## config.mk

```make
export PLATFORM = sky130hd
export DESIGN_NAME = spi_regs_sync
export DESIGN_NICKNAME = d
export VERILOG_FILES = /design/src/rtl/synth_pkg.sv /design/src/rtl/pin_sync.sv /design/src/rtl/spi_regs_sync.sv
export SDC_FILE = /design/constraint.sdc
export NUM_CORES = 1
export LEC_CHECK = 0
export ABC_AREA = 1
export BUFFER_PORTS_ARGS = -buffer_cell sky130_fd_sc_hd__buf_2
export CAP_MARGIN = 10
export CORE_AREA = 2 2 132 134
export DETAILED_ROUTE_END_ITERATION = 8
export DIE_AREA = 0 0 134 136
export PLACE_DENSITY_LB_ADDON = 0.08
export SKIP_LAST_GASP = 1
export SYNTH_ARGS = -nofsm -noshare
export SYNTH_HDL_FRONTEND = slang
export SYNTH_SLANG_ARGS = --single-unit
```

## constraint.sdc

```tcl
create_clock -name clk -period 4.62 [get_ports clk]
set_input_delay 0.924 -clock clk [delete_from_list [all_inputs] [get_ports clk]]
set_output_delay 0.924 -clock clk [all_outputs]
set_load 0.05 [all_outputs]
```

## src/rtl/synth_pkg.sv

```systemverilog
// Shared constants and FSM state type for the SPI control register slice.
package synth_pkg;

  localparam int unsigned ADDR_W  = 8;
  localparam int unsigned DATA_W  = 32;
  localparam int unsigned FRAME_W = ADDR_W + DATA_W;
  localparam int unsigned CNT_W   = 6;

  localparam logic [ADDR_W-1:0] ADDR_ADSR   = 8'h00;
  localparam logic [ADDR_W-1:0] ADDR_OSC    = 8'h01;
  localparam logic [ADDR_W-1:0] ADDR_FILTER = 8'h02;
  localparam logic [ADDR_W-1:0] ADDR_CTRL   = 8'h03;

  localparam int unsigned MUTE_BIT = 0;
  localparam int unsigned TRIG_BIT = 1;

  typedef enum logic [2:0] {
    StIdle,
    StAddr,
    StData,
    StDone,
    StCommit
  } spi_state_e;

endpackage

```

## src/rtl/pin_sync.sv

```systemverilog
// Multi-flop synchronizer for one raw pin, plus one extra flop for rise/fall detection.
module pin_sync #(
  parameter int unsigned SYNC_STAGES = 2,
  parameter logic        RST_VAL     = 1'b0
) (
  input  logic clk,
  input  logic rst,
  input  logic pin_i,
  output logic level_o,
  output logic rise_o,
  output logic fall_o
);

  logic [SYNC_STAGES-1:0] sync_q;
  logic                   prev_q;

  always_ff @(posedge clk or negedge rst) begin
    if (!rst) begin
      sync_q <= {SYNC_STAGES{RST_VAL}};
      prev_q <= RST_VAL;
    end else begin
      sync_q <= {sync_q[SYNC_STAGES-2:0], pin_i};
      prev_q <= sync_q[SYNC_STAGES-1];
    end
  end

  assign level_o = sync_q[SYNC_STAGES-1];
  assign rise_o  = level_o & ~prev_q;
  assign fall_o  = ~level_o & prev_q;

endmodule

```

## src/rtl/spi_regs_sync.sv

```systemverilog
// Oversampled SPI slave and synth control registers; 40-bit frames commit on nss rise.
// Optional register readback on spi_miso is enabled by defining SPI_READBACK_EN.
module spi_regs_sync
  import synth_pkg::*;
#(
  parameter int unsigned SYNC_STAGES   = 2,
  parameter logic [31:0] OSC_COUNT_RST = 32'd46545,
  parameter logic [31:0] ADSR_RST      = 32'h10_10_80_10
) (
  input  logic        clk,
  input  logic        rst,
  input  logic        spi_clk,
  input  logic        spi_mosi,
  input  logic        spi_nss,
  output logic [7:0]  adsr_ai,
  output logic [7:0]  adsr_di,
  output logic [7:0]  adsr_s,
  output logic [7:0]  adsr_ri,
  output logic [31:0] osc_count,
  output logic [7:0]  filter_a,
  output logic [7:0]  filter_b,
  output logic        mute,
  output logic        trig,
  output logic        frame_err
`ifdef SPI_READBACK_EN
  ,
  output logic        spi_miso
`endif
);

  logic sck_lvl, sck_rise, sck_fall;
  logic mosi_lvl, mosi_rise, mosi_fall;
  logic nss_lvl, nss_rise, nss_fall;

  pin_sync #(.SYNC_STAGES(SYNC_STAGES), .RST_VAL(1'b0)) u_sync_sck (
    .clk     (clk),
    .rst     (rst),
    .pin_i   (spi_clk),
    .level_o (sck_lvl),
    .rise_o  (sck_rise),
    .fall_o  (sck_fall)
  );

  pin_sync #(.SYNC_STAGES(SYNC_STAGES), .RST_VAL(1'b0)) u_sync_mosi (
    .clk     (clk),
    .rst     (rst),
    .pin_i   (spi_mosi),
    .level_o (mosi_lvl),
    .rise_o  (mosi_rise),
    .fall_o  (mosi_fall)
  );

  // nss idles high, so its chain resets high to avoid a false edge on reset release.
  pin_sync #(.SYNC_STAGES(SYNC_STAGES), .RST_VAL(1'b1)) u_sync_nss (
    .clk     (clk),
    .rst     (rst),
    .pin_i   (spi_nss),
    .level_o (nss_lvl),
    .rise_o  (nss_rise),
    .fall_o  (nss_fall)
  );

  logic unused_pins;
  assign unused_pins = ^{sck_lvl, sck_fall, mosi_rise, mosi_fall, nss_lvl};

  spi_state_e         state_q, state_d;
  logic [CNT_W-1:0]   cnt_q, cnt_d;
  logic [FRAME_W-1:0] shift_q, shift_d;
  logic               overrun_q, overrun_d;
  logic               short_err, commit_go, load_rd;

  always_comb begin
    state_d   = state_q;
    cnt_d     = cnt_q;
    shift_d   = shift_q;
    overrun_d = overrun_q;
    short_err = 1'b0;
    commit_go = 1'b0;
    load_rd   = 1'b0;
    if (nss_fall) begin
      // A new select restarts the frame from any state, discarding what was collected.
      state_d   = StAddr;
      cnt_d     = '0;
      shift_d   = '0;
      overrun_d = 1'b0;
    end else begin
      unique case (state_q)
        StIdle: ;
        StAddr, StData: begin
          if (nss_rise) begin
            short_err = 1'b1;
            state_d   = StIdle;
          end else if (sck_rise) begin
            shift_d = {shift_q[FRAME_W-2:0], mosi_lvl};
            cnt_d   = cnt_q + 1'b1;
            if (state_q == StAddr && cnt_q == CNT_W'(ADDR_W - 1)) begin
              state_d = StData;
              load_rd = 1'b1;
            end
            if (state_q == StData && cnt_q == CNT_W'(FRAME_W - 1)) begin
              state_d = StDone;
            end
          end
        end
        StDone: begin
          if (nss_rise) begin
            state_d = StCommit;
          end else if (sck_rise) begin
            overrun_d = 1'b1;
          end
        end
        StCommit: begin
          commit_go = 1'b1;
          state_d   = StIdle;
        end
        default: state_d = StIdle;
      endcase
    end
  end

  always_ff @(posedge clk or negedge rst) begin
    if (!rst) begin
      state_q   <= StIdle;
      cnt_q     <= '0;
      shift_q   <= '0;
      overrun_q <= 1'b0;
    end else begin
      state_q   <= state_d;
      cnt_q     <= cnt_d;
      shift_q   <= shift_d;
      overrun_q <= overrun_d;
    end
  end

  logic [ADDR_W-1:0] frame_addr;
  logic [DATA_W-1:0] frame_data;
  logic              is_read, addr_ok, frame_bad, wr_en, err_d;

  assign frame_addr = shift_q[FRAME_W-1:DATA_W];
  assign frame_data = shift_q[DATA_W-1:0];

`ifdef SPI_READBACK_EN
  assign is_read = frame_addr[7];
  assign addr_ok = (frame_addr[6:0] <= ADDR_CTRL[6:0]);
`else
  assign is_read = 1'b0;
  assign addr_ok = (frame_addr <= ADDR_CTRL);
`endif

  assign frame_bad = overrun_q | ~addr_ok;
  assign wr_en     = commit_go & ~frame_bad & ~is_read;
  assign err_d     = short_err | (commit_go & frame_bad);

  logic [31:0] adsr_q, osc_q;
  logic [15:0] filt_q;
  logic        mute_q, trig_q, err_q;

  always_ff @(posedge clk or negedge rst) begin
    if (!rst) begin
      adsr_q <= ADSR_RST;
      osc_q  <= OSC_COUNT_RST;
      filt_q <= '0;
      mute_q <= 1'b1;
      trig_q <= 1'b0;
      err_q  <= 1'b0;
    end else begin
      trig_q <= 1'b0;
      err_q  <= err_d;
      if (wr_en) begin
        case (frame_addr)
          ADDR_ADSR:   adsr_q <= frame_data;
          ADDR_OSC:    osc_q  <= frame_data;
          ADDR_FILTER: filt_q <= frame_data[15:0];
          ADDR_CTRL: begin
            mute_q <= frame_data[MUTE_BIT];
            trig_q <= frame_data[TRIG_BIT];
          end
          default: ;
        endcase
      end
    end
  end

  assign adsr_ai   = adsr_q[31:24];
  assign adsr_di   = adsr_q[23:16];
  assign adsr_s    = adsr_q[15:8];
  assign adsr_ri   = adsr_q[7:0];
  assign osc_count = osc_q;
  assign filter_a  = filt_q[15:8];
  assign filter_b  = filt_q[7:0];
  assign mute      = mute_q;
  assign trig      = trig_q;
  assign frame_err = err_q;

`ifdef SPI_READBACK_EN
  logic [6:0]  rd_addr;
  logic        rd_req;
  logic [31:0] rd_value;
  logic [31:0] out_q;
  logic        miso_q;

  // Address byte completes on this sck_rise, so its last bit is still in mosi_lvl.
  assign rd_req  = shift_q[6];
  assign rd_addr = {shift_q[5:0], mosi_lvl};

  always_comb begin
    rd_value = '0;
    case (rd_addr)
      ADDR_ADSR[6:0]:   rd_value = adsr_q;
      ADDR_OSC[6:0]:    rd_value = osc_q;
      ADDR_FILTER[6:0]: rd_value = {16'h0000, filt_q};
      ADDR_CTRL[6:0]:   rd_value = {31'h0, mute_q};
      default:          rd_value = '0;
    endcase
  end

  // Each sck_fall in DATA presents the next bit, so the master samples it on the following rise.
  always_ff @(posedge clk or negedge rst) begin
    if (!rst) begin
      out_q  <= '0;
      miso_q <= 1'b0;
    end else if (nss_lvl) begin
      out_q  <= '0;
      miso_q <= 1'b0;
    end else if (load_rd) begin
      out_q <= rd_req ? rd_value : 32'h0;
    end else if (sck_fall && state_q == StData) begin
      miso_q <= out_q[31];
      out_q  <= {out_q[30:0], 1'b0};
    end
  end

  assign spi_miso = miso_q;
`endif

endmodule

```

==> flow_summary.toml <==
[cts]
clockRootBuffer = "clkbuf_16"
cts_resized = 0
cts_buffers = 17
clockBufferDepth = 2
htreeDepth = 4
path_clk_slew_ps = 60
cts_tree = "built"
clk_latency_ps = 420
postCtsSetupRepairBufs = 0
holdBufCountCts = 0
cts.sinks = 141

[global_route]
grt_first_pass_wirelength_um = 22700
groute.usage.overall = 0.162
grt-ovfl-total = 0
grt_antenna_before_repair = 0
grt_pass1_vias = 4478
grt_max_degree = 89

[cells_and_area]
drive_gt1_frac = 0.203
mostFrequentLayoutCell = "nand2_1"
n_antenna_cell = 0
syn_to_final_growth_pct = 19.0
nets = 719
final_cell_mix = "nand2_1, dfrtp_1, buf_2"

[detailed_routing]
vias = 4341
ant_nets = 0
detail_route.iter0.violations = 261
firstDrtPassIters = 4
drc_errors = 0
routed_wl_um = 13600
detail_route.wl_per_cell_um = 14.4
viasPerCell = 4.58

[sta]
setup-tns-final_ps = 0
fin_crit_sh = 0.646
slew_viol_final = 0
fmax_mhz = 335
tightestPinTransition_ps = 919
finalSetupViolCount = 0
fin_crit_ps = 2990
fin_skew_ps = 8.08
slew_headroom = 0.387
rsz0062_at_grt = "no"
hold_viol_final = 0

[critical_path]
r2r_start = "u_sync_nss.sync_q[1]"
worst_ep_arrival_time_ps = 3310
crit_end = "shift_q[36]"
worstPathRequired_ps = 4940
r2r_slack_ps = 1630
critical_path_class = "flop to flop"
worstRegToRegCells = 9
crit_fanout = 30
setup.worst_path.end_class = "flop"
startpoint = "u_sync_nss.sync_q[1]"
cp-start-kind = "flop"
reg2reg_to = "shift_q[36]"

[outcome]
outcome = "completed"

[yosys]
synth.avg_cell_area_um2 = 9.14
synth_seq_cells = 141
synthAdderAreaFrac = 0.00872
yosys.area_share.simple = 0.254
synth_top_family_by_area = "simple AND/OR/NAND/NOR gates"
synth.area.mux_share = 0
synth_compound_area_frac = 0.0453
synthDistinctLibCells = 27
postSynthCellCount = 628
yosysSeqAreaShare = 0.618
ys_warn_count = 0
netlist_area_um2 = 5740
synth_nets = 637
synth_xor_area_frac = 0

[die]
fp.dieW_um = 134
rows = 48
die_y_um = 136
die-area_um2 = 18200
start_util = 0.340
io_pins = 88
core_area_um2 = 16900

[run]
maxCapViolations = 0

[place]
dp_hpwl_um = 8690
gp_congestion = 0.771
portBuffers = 87

[worst_hold_path]
hold_path.startpoint = "u_sync_mosi.sync_q[0]"
hold_path.class = "flop to flop"

[power]
ir_drop_mv = 0.270
total_power_mw = 2.82
leakagePower_nw = 3.81
powerDensity_nw_per_um2 = 412
[synth_stat cells]
| library cell | n | share of area |
|---|---|---|
| nor2_1 | 16 | 0.010 |
| or2_2 | 2 | 0.0022 |
| nand3b_1 | 1 | 0.0013 |
| nor3_2 | 1 | 0.0017 |
| o21ai_0 | 22 | 0.019 |
| dfrtp_1 | 124 | 0.54 |
| nor2_2 | 2 | 0.0022 |
| nand4_1 | 3 | 0.0033 |
| nand3_2 | 1 | 0.0017 |
| buf_6 | 10 | 0.020 |
| o22ai_1 | 22 | 0.024 |
| nor3_1 | 2 | 0.0017 |
| inv_2 | 1 | 0.00065 |
| dfstp_2 | 17 | 0.078 |
| inv_1 | 53 | 0.035 |
| and3_1 | 2 | 0.0022 |
| nor3_4 | 1 | 0.0028 |
| buf_1 | 2 | 0.0013 |
| nand2_1 | 270 | 0.18 |
| a21oi_1 | 1 | 0.00087 |
| buf_2 | 12 | 0.010 |
| buf_4 | 5 | 0.0065 |
| nand2_4 | 2 | 0.0039 |
| clkbuf_1 | 1 | 0.00065 |
| a22oi_1 | 1 | 0.0013 |
| ha_1 | 4 | 0.0087 |
| nand3_1 | 50 | 0.044 |
[worst max-delay path: stages, from the launching register on]
cell and delay, ps:
dfstp_2 550, inv_1 50, ha_1 240, inv_1 290, nand2_1 120, nand2_1 70
inv_1 60, nand2_1 540, inv_1 630, o21ai_0 330
[metrics by stage]
step | area [um^2] | hold slack (ps) | worst slack (ps) | instances | utilization
4_1_cts | 6830 | 350 | 1540 | 948 | 0.405
5_1_grt | 6830 | 354 | 1190 | 948 | 0.405
3_3_place_gp | 6290 | 336 | 1670 | 916 | 0.373
6_report | 6830 | 346 | 1630 | 948 | 0.405
3_5_place_dp | 6290 | 337 | 1550 | 916 | 0.373
2_1_floorplan | 5740 | 331 | 2910 | 628 | -
[area by class of cell]
| class | instances | area [um^2] |
|---|---|---|
| Clock inverter | 8 | 67.6 |
| Multi-Input combinational cell | 403 | 1770 |
| Sequential cell | 141 | 3550 |
| Inverter | 54 | 203 |
| Timing Repair Buffer | 93 | 487 |
| Clock buffer | 24 | 472 |
| Fill cell | 1747 | 10000 |
| Tap cell | 225 | 282 |
[cell families (layout without fill, tap and decap cells)]
logic type	count (synthesis)	after routing
compound gates	46	46
fa+ha+maj	4	4
flops	141	141
buf+inv	84	179
simple gates	353	353
[sequential cells by signal (all words and copies together) (netlist names), 2 cells and up]
register	count
cnt_q	6
u_sync_sck.sync_q	2
filt_q	16
state_q	3
shift_q	40
adsr_q	32
u_sync_nss.sync_q	2
u_sync_mosi.sync_q	2
osc_count	32
[worst min-delay path by stage]
stage,end,slack [ps],depth (start not counted)
detailed placement,u_sync_mosi.sync_q[1],340,0
global placement,u_sync_sck.sync_q[1],340,0
CTS,u_sync_mosi.sync_q[1],350,0
finish,u_sync_mosi.sync_q[1],350,0
floorplan,u_sync_mosi.sync_q[1],330,0
global route,u_sync_mosi.sync_q[1],350,0
[layer usage]
metal,track usage,routed length [um],up-vias
met4,0.0603,210,0
met5,0,0,-
met1,0.208,6450,2114
li1,-,-,2143
met2,0.267,6520,71
met3,0.0377,447,13
[power by group]
part / total [mW] / switching, mW / internal (mW)
combinational: 0.224 / 0.166 / 0.0582
sequential: 1.33 / 0.0518 / 1.28
clock: 1.26 / 0.498 / 0.762
No activity file was read; power rests on OpenSTA's default activity.
